File: src/rtl/sort_pkg.sv
// Shared definitions for the sorter result path: default matrix geometry,
// unloader state encoding and the element packing helper.
package sort_pkg;

  localparam int SORT_WIDTH = 8;
  localparam int SORT_ROW   = 8;
  localparam int SORT_COL   = 8;

  typedef enum logic {
    IDLE   = 1'b0,
    STREAM = 1'b1
  } state_e;

  // Bit offset of element (i,j) inside the flattened matrix bus.
  function automatic int elem_lsb(input int i, input int j,
                                  input int cols = SORT_COL,
                                  input int width = SORT_WIDTH);
    return (i * cols + j) * width;
  endfunction

endpackage

File: src/rtl/sort_unloader_if.sv
// Matrix-in / serial-stream-out bundle of the sort unloader.
// master = the unloader itself, slave = sorter plus downstream consumer.
interface sort_unloader_if
  import sort_pkg::*;
#(
    parameter int WIDTH = SORT_WIDTH,
    parameter int ROW   = SORT_ROW,
    parameter int COL   = SORT_COL
) ();

    logic                     done;
    logic [WIDTH*ROW*COL-1:0] values;
    logic [WIDTH-1:0]         out_data;
    logic [$clog2(ROW)-1:0]   out_row;
    logic [$clog2(COL)-1:0]   out_col;
    logic                     out_valid;
    logic                     out_last;
    logic                     out_ready;
    logic                     busy;
    logic                     overrun;

    modport master (
        input  done, values, out_ready,
        output out_data, out_row, out_col, out_valid, out_last, busy, overrun
    );

    modport slave (
        output done, values, out_ready,
        input  out_data, out_row, out_col, out_valid, out_last, busy, overrun
    );

endinterface

File: src/rtl/sort_unloader_snake_counter.sv
// Row/column walker over a ROW x COL matrix, row-major or boustrophedon.
// Holds at the final element; clr restarts at (0,0) and wins over adv.
module snake_counter #(
    parameter int ROW   = 8,
    parameter int COL   = 8,
    parameter int SNAKE = 1,
    localparam int RW   = $clog2(ROW),
    localparam int CW   = $clog2(COL)
) (
    input  logic          clk,
    input  logic          rst,
    input  logic          clr,
    input  logic          adv,
    output logic [RW-1:0] row,
    output logic [CW-1:0] col,
    output logic          last
);

    localparam logic [RW-1:0] ROW_MAX  = RW'(ROW - 1);
    localparam logic [CW-1:0] COL_MAX  = CW'(COL - 1);
    // In snake mode an even ROW makes the final row odd, so it ends at column 0.
    localparam logic [CW-1:0] LAST_COL = (SNAKE != 0 && (ROW % 2) == 0) ? '0 : COL_MAX;

    logic [RW-1:0] row_q, row_d;
    logic [CW-1:0] col_q, col_d;
    logic          rev;
    logic          at_end;

    assign rev    = (SNAKE != 0) && row_q[0];
    assign at_end = rev ? (col_q == '0) : (col_q == COL_MAX);
    assign last   = (row_q == ROW_MAX) && (col_q == LAST_COL);

    always_comb begin
        // NOTE: defaults first so no path leaves row_d/col_d unassigned (no latch).
        row_d = row_q;
        col_d = col_q;
        if (clr) begin
            row_d = '0;
            col_d = '0;
        end else if (adv && !last) begin
            if (at_end) begin
                row_d = row_q + 1'b1;
                if (SNAKE == 0) col_d = '0;
            end else begin
                col_d = rev ? col_q - 1'b1 : col_q + 1'b1;
            end
        end
    end

    always_ff @(posedge clk) begin
        // NOTE: state flops use non-blocking assignments; reset is synchronous, active-low.
        if (!rst) begin
            row_q <= '0;
            col_q <= '0;
        end else begin
            row_q <= row_d;
            col_q <= col_d;
        end
    end

    assign row = row_q;
    assign col = col_q;

endmodule

File: src/rtl/sort_unloader.sv
// Snapshots the sorter's matrix on a rising done and streams it out one
// element per valid/ready handshake, tagged with row and column.
module sort_unloader
  import sort_pkg::*;
#(
    parameter int WIDTH = SORT_WIDTH,
    parameter int ROW   = SORT_ROW,
    parameter int COL   = SORT_COL,
    parameter int SNAKE = 1
) (
    input  logic           clk,
    input  logic           rst,
    sort_unloader_if.master bus
);

    localparam int N  = ROW * COL;
    localparam int RW = $clog2(ROW);
    localparam int CW = $clog2(COL);
    localparam int IW = $clog2(N);

    state_e           state_q, state_d;
    logic             done_q;
    logic             overrun_q, overrun_d;
    logic [WIDTH-1:0] snap_q [N];
    logic [WIDTH-1:0] snap_d [N];

    logic          stream, rise, hs, final_hs, capture, cnt_last;
    logic [RW-1:0] row;
    logic [CW-1:0] col;
    logic [IW-1:0] idx;

    snake_counter #(.ROW(ROW), .COL(COL), .SNAKE(SNAKE)) u_cnt (
        .clk  (clk),
        .rst  (rst),
        .clr  (capture),
        .adv  (hs),
        .row  (row),
        .col  (col),
        .last (cnt_last)
    );

    assign stream   = (state_q == STREAM);
    assign rise     = bus.done & ~done_q;
    assign hs       = stream & bus.out_ready;
    assign final_hs = hs & cnt_last;
    // A new frame may start only from IDLE or on the very handshake that ends the current one.
    assign capture  = rise & (~stream | final_hs);

    always_comb begin
        state_d   = state_q;
        overrun_d = overrun_q | (rise & ~capture);
        snap_d    = snap_q;
        if (capture) begin
            state_d = STREAM;
            for (int i = 0; i < ROW; i++)
                for (int j = 0; j < COL; j++)
                    snap_d[i*COL+j] = bus.values[elem_lsb(i, j, COL, WIDTH) +: WIDTH];
        end else if (final_hs) begin
            state_d = IDLE;
        end
    end

    always_ff @(posedge clk) begin
        if (!rst) begin
            state_q   <= IDLE;
            done_q    <= 1'b0;
            overrun_q <= 1'b0;
        end else begin
            state_q   <= state_d;
            done_q    <= bus.done;
            overrun_q <= overrun_d;
        end
    end

    // NOTE: the snapshot is a plain storage array with no reset; it is only
    // read while streaming, after a capture has filled it.
    always_ff @(posedge clk) begin
        snap_q <= snap_d;
    end

    assign idx = IW'(int'(row) * COL + int'(col));

    assign bus.out_valid = stream;
    assign bus.busy      = stream;
    assign bus.out_last  = stream & cnt_last;
    assign bus.out_data  = stream ? snap_q[idx] : '0;
    assign bus.out_row   = stream ? row : '0;
    assign bus.out_col   = stream ? col : '0;
    assign bus.overrun   = overrun_q;

endmodule

File: src/flat_wrapper.sv
// flat-port wrapper written by rule: the top's interface ports become plain ports
module sort_unloader_flat import sort_pkg::*;
#(
    parameter int WIDTH = SORT_WIDTH,
    parameter int ROW   = SORT_ROW,
    parameter int COL   = SORT_COL,
    parameter int SNAKE = 1
)
  (clk, rst, bus_done, bus_values, bus_out_ready, bus_out_data, bus_out_row, bus_out_col, bus_out_valid, bus_out_last, bus_busy, bus_overrun);
  sort_unloader_if #(.WIDTH(WIDTH), .ROW(ROW), .COL(COL)) bus_i ();
  input  logic clk;
  input  logic rst;
  input wire logic [$bits(bus_i.done)-1:0] bus_done;
  input wire logic [$bits(bus_i.values)-1:0] bus_values;
  input wire logic [$bits(bus_i.out_ready)-1:0] bus_out_ready;
  output wire logic [$bits(bus_i.out_data)-1:0] bus_out_data;
  output wire logic [$bits(bus_i.out_row)-1:0] bus_out_row;
  output wire logic [$bits(bus_i.out_col)-1:0] bus_out_col;
  output wire logic [$bits(bus_i.out_valid)-1:0] bus_out_valid;
  output wire logic [$bits(bus_i.out_last)-1:0] bus_out_last;
  output wire logic [$bits(bus_i.busy)-1:0] bus_busy;
  output wire logic [$bits(bus_i.overrun)-1:0] bus_overrun;
  assign bus_i.done = bus_done;
  assign bus_i.values = bus_values;
  assign bus_i.out_ready = bus_out_ready;
  assign bus_out_data = bus_i.out_data;
  assign bus_out_row = bus_i.out_row;
  assign bus_out_col = bus_i.out_col;
  assign bus_out_valid = bus_i.out_valid;
  assign bus_out_last = bus_i.out_last;
  assign bus_busy = bus_i.busy;
  assign bus_overrun = bus_i.overrun;
  sort_unloader #(.WIDTH(WIDTH), .ROW(ROW), .COL(COL), .SNAKE(SNAKE)) u_core (.clk(clk), .rst(rst), .bus(bus_i));
endmodule
File: config.mk
export PLATFORM = sky130hd
export DESIGN_NAME = sort_unloader_flat
export DESIGN_NICKNAME = d
export VERILOG_FILES = /design/src/rtl/sort_pkg.sv /design/src/rtl/sort_unloader_if.sv /design/src/rtl/sort_unloader_snake_counter.sv /design/src/rtl/sort_unloader.sv /design/src/flat_wrapper.sv
export SDC_FILE = /design/constraint.sdc
export NUM_CORES = 1
export LEC_CHECK = 0
export CELL_PAD_IN_SITES_DETAIL_PLACEMENT = 0
export CELL_PAD_IN_SITES_GLOBAL_PLACEMENT = 1
export CORE_MARGIN = 2
export CORE_UTILIZATION = 41
export CTS_CLUSTER_DIAMETER = 120
export CTS_CLUSTER_SIZE = 25
export DETAILED_ROUTE_END_ITERATION = 6
export GPL_TIMING_DRIVEN = 1
export PLACE_DENSITY_LB_ADDON = 0.3
export SLEW_MARGIN = 20
export SYNTH_ARGS = -nofsm -noshare
export SYNTH_HDL_FRONTEND = slang
export SYNTH_HIERARCHICAL = 1
export SYNTH_SLANG_ARGS = --single-unit
File: constraint.sdc
create_clock -name clk -period 39.6 [get_ports clk]
set_input_delay 5.94 -clock clk [delete_from_list [all_inputs] [get_ports clk]]
set_output_delay 5.94 -clock clk [all_outputs]
set_load 0.01 [all_outputs]
==> reports/qor.csv <==
stage,metric,value,unit
yosys,synth_area,0.0202,mm²
timing,relSlewSlack,28.8,%
clocking,numCtsBuffers,24,
outcome,status,"complete, no violations",
clocking,cts_tree,yes,
worst_setup_path,reg2reg_depth,8,
global_routing,antenna_found_initial,11,
global_routing,grt_first_pass_wirelength,75.1,mm
placed_design,numPortBuffers,533,
floorplan,dieArea,0.0510,mm²
timing,worst_slew_pin_slew,1070,ps
worst_setup_path,path_buf_inv,2,
worst_setup_path,setup.worst_path.class,reg2out,
floorplan,num_io_pins,534,
drt,drt-total-wl,53.4,mm
drt,num_vias,10600,
floorplan,core_area,0.0487,mm²
worst_setup_path,critical_path.startpoint_type,flop,
yosys,async_reset_ff_share,0,%
floorplan,rows,81,
timing,fin_crit,10380,ps
yosys,syn_avg_cell_area,22.9,µm²
clocking,htreeDepth,1,
hold_path,min_from,u_core/u_cnt/row[2],
timing,rsz0062_at_grt,false,
finish,mostFrequentLayoutCells,"533 x clkdlybuf4s50_1, 512 x edfxtp_1, 122 x mux4_2, 41 x mux2i_1, 25 x clkbuf_16",
clocking,clk_latency,590,ps
finish,nNetsFinal,1927,
drt,drtAntennaViolNets,0,
yosys,yosysWarnings,6,
worst_setup_path,cp_slowest_cell,dfxtp_4,
worst_setup_path,reg2reg_to,u_core/snap_q[79],
yosys,synth_top_flop_cell,edfxtp_1,
finish,areaGrowthSynthToFinish,33.5,%
global_routing,grt_remaining_overflow,0,
yosys,ys_seq_area_share,77.0,%
drt,avgViaCountPerCell,5.09,
hold_path,hold_depth,2,
drt,firstDrtPassIters,4,
clocking,max-clock-path-buffers,3,
yosys,yosysUniqueCellTypes,49,
drt,initialDrtViolationCount,817,
pwr,power_density,38.8,mW/mm²
yosys,ys_seq_elements,521,
placed_design,dp_hpwl,38.7,mm
pwr,irDropWorstVdd,0.0395,mV
placed_design,post-place-ws,29130,ps
finish,post-route-cell-area,0.0270,mm²
worst_setup_path,worstSetupPathDepth,7,
clocking,cts-root-buf,clkbuf_16,
worst_setup_path,reg2reg_slack,34270,ps
global_routing,grt.total_usage,20.6,%
finish,final_common_cell,clkdlybuf4s50_1,
timing,min_period_over_period,26.2,%
finish,fillers,3780,
hold_path,whs_endpoint,u_core/u_cnt/row[2],
placed_design,placed_area,0.0262,mm²
timing,slew_viol_final,0,
pwr,p_leak,8.48,nW
worst_setup_path,end_kind,output pin,
drt,routedWlPerCell,25.6,µm
timing,tns,0,ps
worst_setup_path,worstPathCellList,buf_4 > mux4_2 > o32a_1 > o2111ai_1 > a211oi_1 > or3_1 > clkdlybuf4s50_1,
yosys,syn_nets,1400,
clocking,postCtsHoldBufs,0,
worst_setup_path,required,33660,ps
floorplan,die_w,226,µm
worst_setup_path,critPathTopFamily,buffers and inverters,
finish,drive_gt1_share,12.5,%
clocking,cts_resized,0,
timing,setup_viol,0,
yosys,synth_edf_count,512,
placed_design,place.gp.congestion,0.797,
global_routing,grt_start_max_net_pins,93,
floorplan,start_util,41.4,%
placed_design,dp.cells,2046,
timing,skew,29.6,ps
yosys,syn_inst,881,
worst_setup_path,cp_data_arrival_time,4440,ps
clocking,post_cts_buffers,0,
finish,layout.cells.non_filler,2090,
worst_setup_path,crit_fanout,60,
finish,seq_area,0.0156,mm²
job,maxCapViolCount,0,
timing,max_freq,96.3,MHz
worst_setup_path,cpPeakStageDelay,1010,ps
finish,multi_input_area,0.00436,mm²
timing,fin_ws,29220,ps
clocking,clock_sinks,521,
drt,post-route-drc-count,0,
hold_path,hold_class,reg2reg,
worst_setup_path,rr_startpoint,u_core/u_cnt/col[1],
timing,finalHoldViolCount,0,
floorplan,die_h,226,µm
clocking,path_clk_slew,110,ps
global_routing,grt_pass1_vias,11500,
cells in the mapped netlist (9+ instances only):
| master | count | share of area, % |
|---|---|---|
| a21oi_1 | 14 | 0.35 |
| and2_1 | 9 | 0.28 |
| buf_2 | 22 | 0.55 |
| buf_4 | 11 | 0.41 |
| dfxtp_1 | 9 | 0.89 |
| edfxtp_1 | 512 | 76 |
| mux2i_1 | 41 | 2.0 |
| mux4_1 | 13 | 1.7 |
| mux4_2 | 122 | 14 |
| nand2_1 | 13 | 0.24 |
| nor2_1 | 11 | 0.20 |
| o21ai_0 | 12 | 0.30 |
power by group:
group / switching (mW) / total [mW] / internal (mW)
logic: 0.0387 / 0.107 / 0.0682
registers: 0.00976 / 0.652 / 0.642
clock network: 0.164 / 0.287 / 0.123
flip-flops by register name, summed over array words and instances (netlist names):
signal              flops
u_core/u_cnt/row        3
u_core/snap_q         512
u_core/bus.busy         1
u_core/bus.overrun      1
u_core/u_cnt/col        3
u_core/done_q           1
worst max path at each step:
stage                              startpoint                   to
final                     u_core/u_cnt/col[1]      bus_out_data[3]
after global routing      u_core/u_cnt/col[1]      bus_out_data[3]
after CTS                 u_core/u_cnt/col[1]      bus_out_data[3]
after detailed placement             bus_done    u_core/snap_q[15]
after global placement               bus_done   u_core/snap_q[384]
after floorplan                      bus_done  u_core/u_cnt/col[2]
per-stage QoR:
| stage | hold slack (ps) | total power, mW | util, % |
|---|---|---|---|
| floorplan | 455 | 0.729 | - |
| finish | 494 | 1.05 | 55.3 |
| detailed placement | 476 | 0.773 | 53.8 |
| global placement | 477 | 0.770 | 53.8 |
| global route | 541 | 1.08 | 55.3 |
| CTS | 491 | 1.06 | 55.2 |
worst reg2reg max path, delay by kind of cell, from the launching register on:
family                 cells  cell delay [ps]
AO/OA/AOI/OAI              1              260
flip-flops                 1              620
AND/OR/NAND/NOR            3             1190
buffers and inverters      4             2820
per-layer routing:
layer | wire length (µm) | vias to the layer above | track usage (%)
met5 | 12 | - | 0
met4 | 1190 | 2 | 5.04
met3 | 4260 | 58 | 5.49
met2 | 27700 | 409 | 36.6
met1 | 20200 | 5387 | 24.8
li1 | - | 4789 | -
cells by family after synthesis:
kind of cell | Yosys count | share of synthesized area (%)
DFF | 521 | 77.0
muxes | 180 | 17.6
and+or+nand+nor | 65 | 1.74
AOI/OAI and AO/OA | 59 | 2.00
buffers and inverters | 52 | 1.42
adders and majority gates | 3 | 0.223
xor gates and xnor gates | 1 | 0.0434
area by class of cell:
type,instances,area share (%)
Timing Repair Buffer,546,20.2
Antenna cell,9,0.0835
Clock inverter,1,0.111
Clock buffer,34,2.45
Tap cell,664,3.08
Sequential cell,521,57.8
Inverter,7,0.0975
Multi-Input combinational cell,308,16.2
No activity file was read; power rests on OpenSTA's default activity.
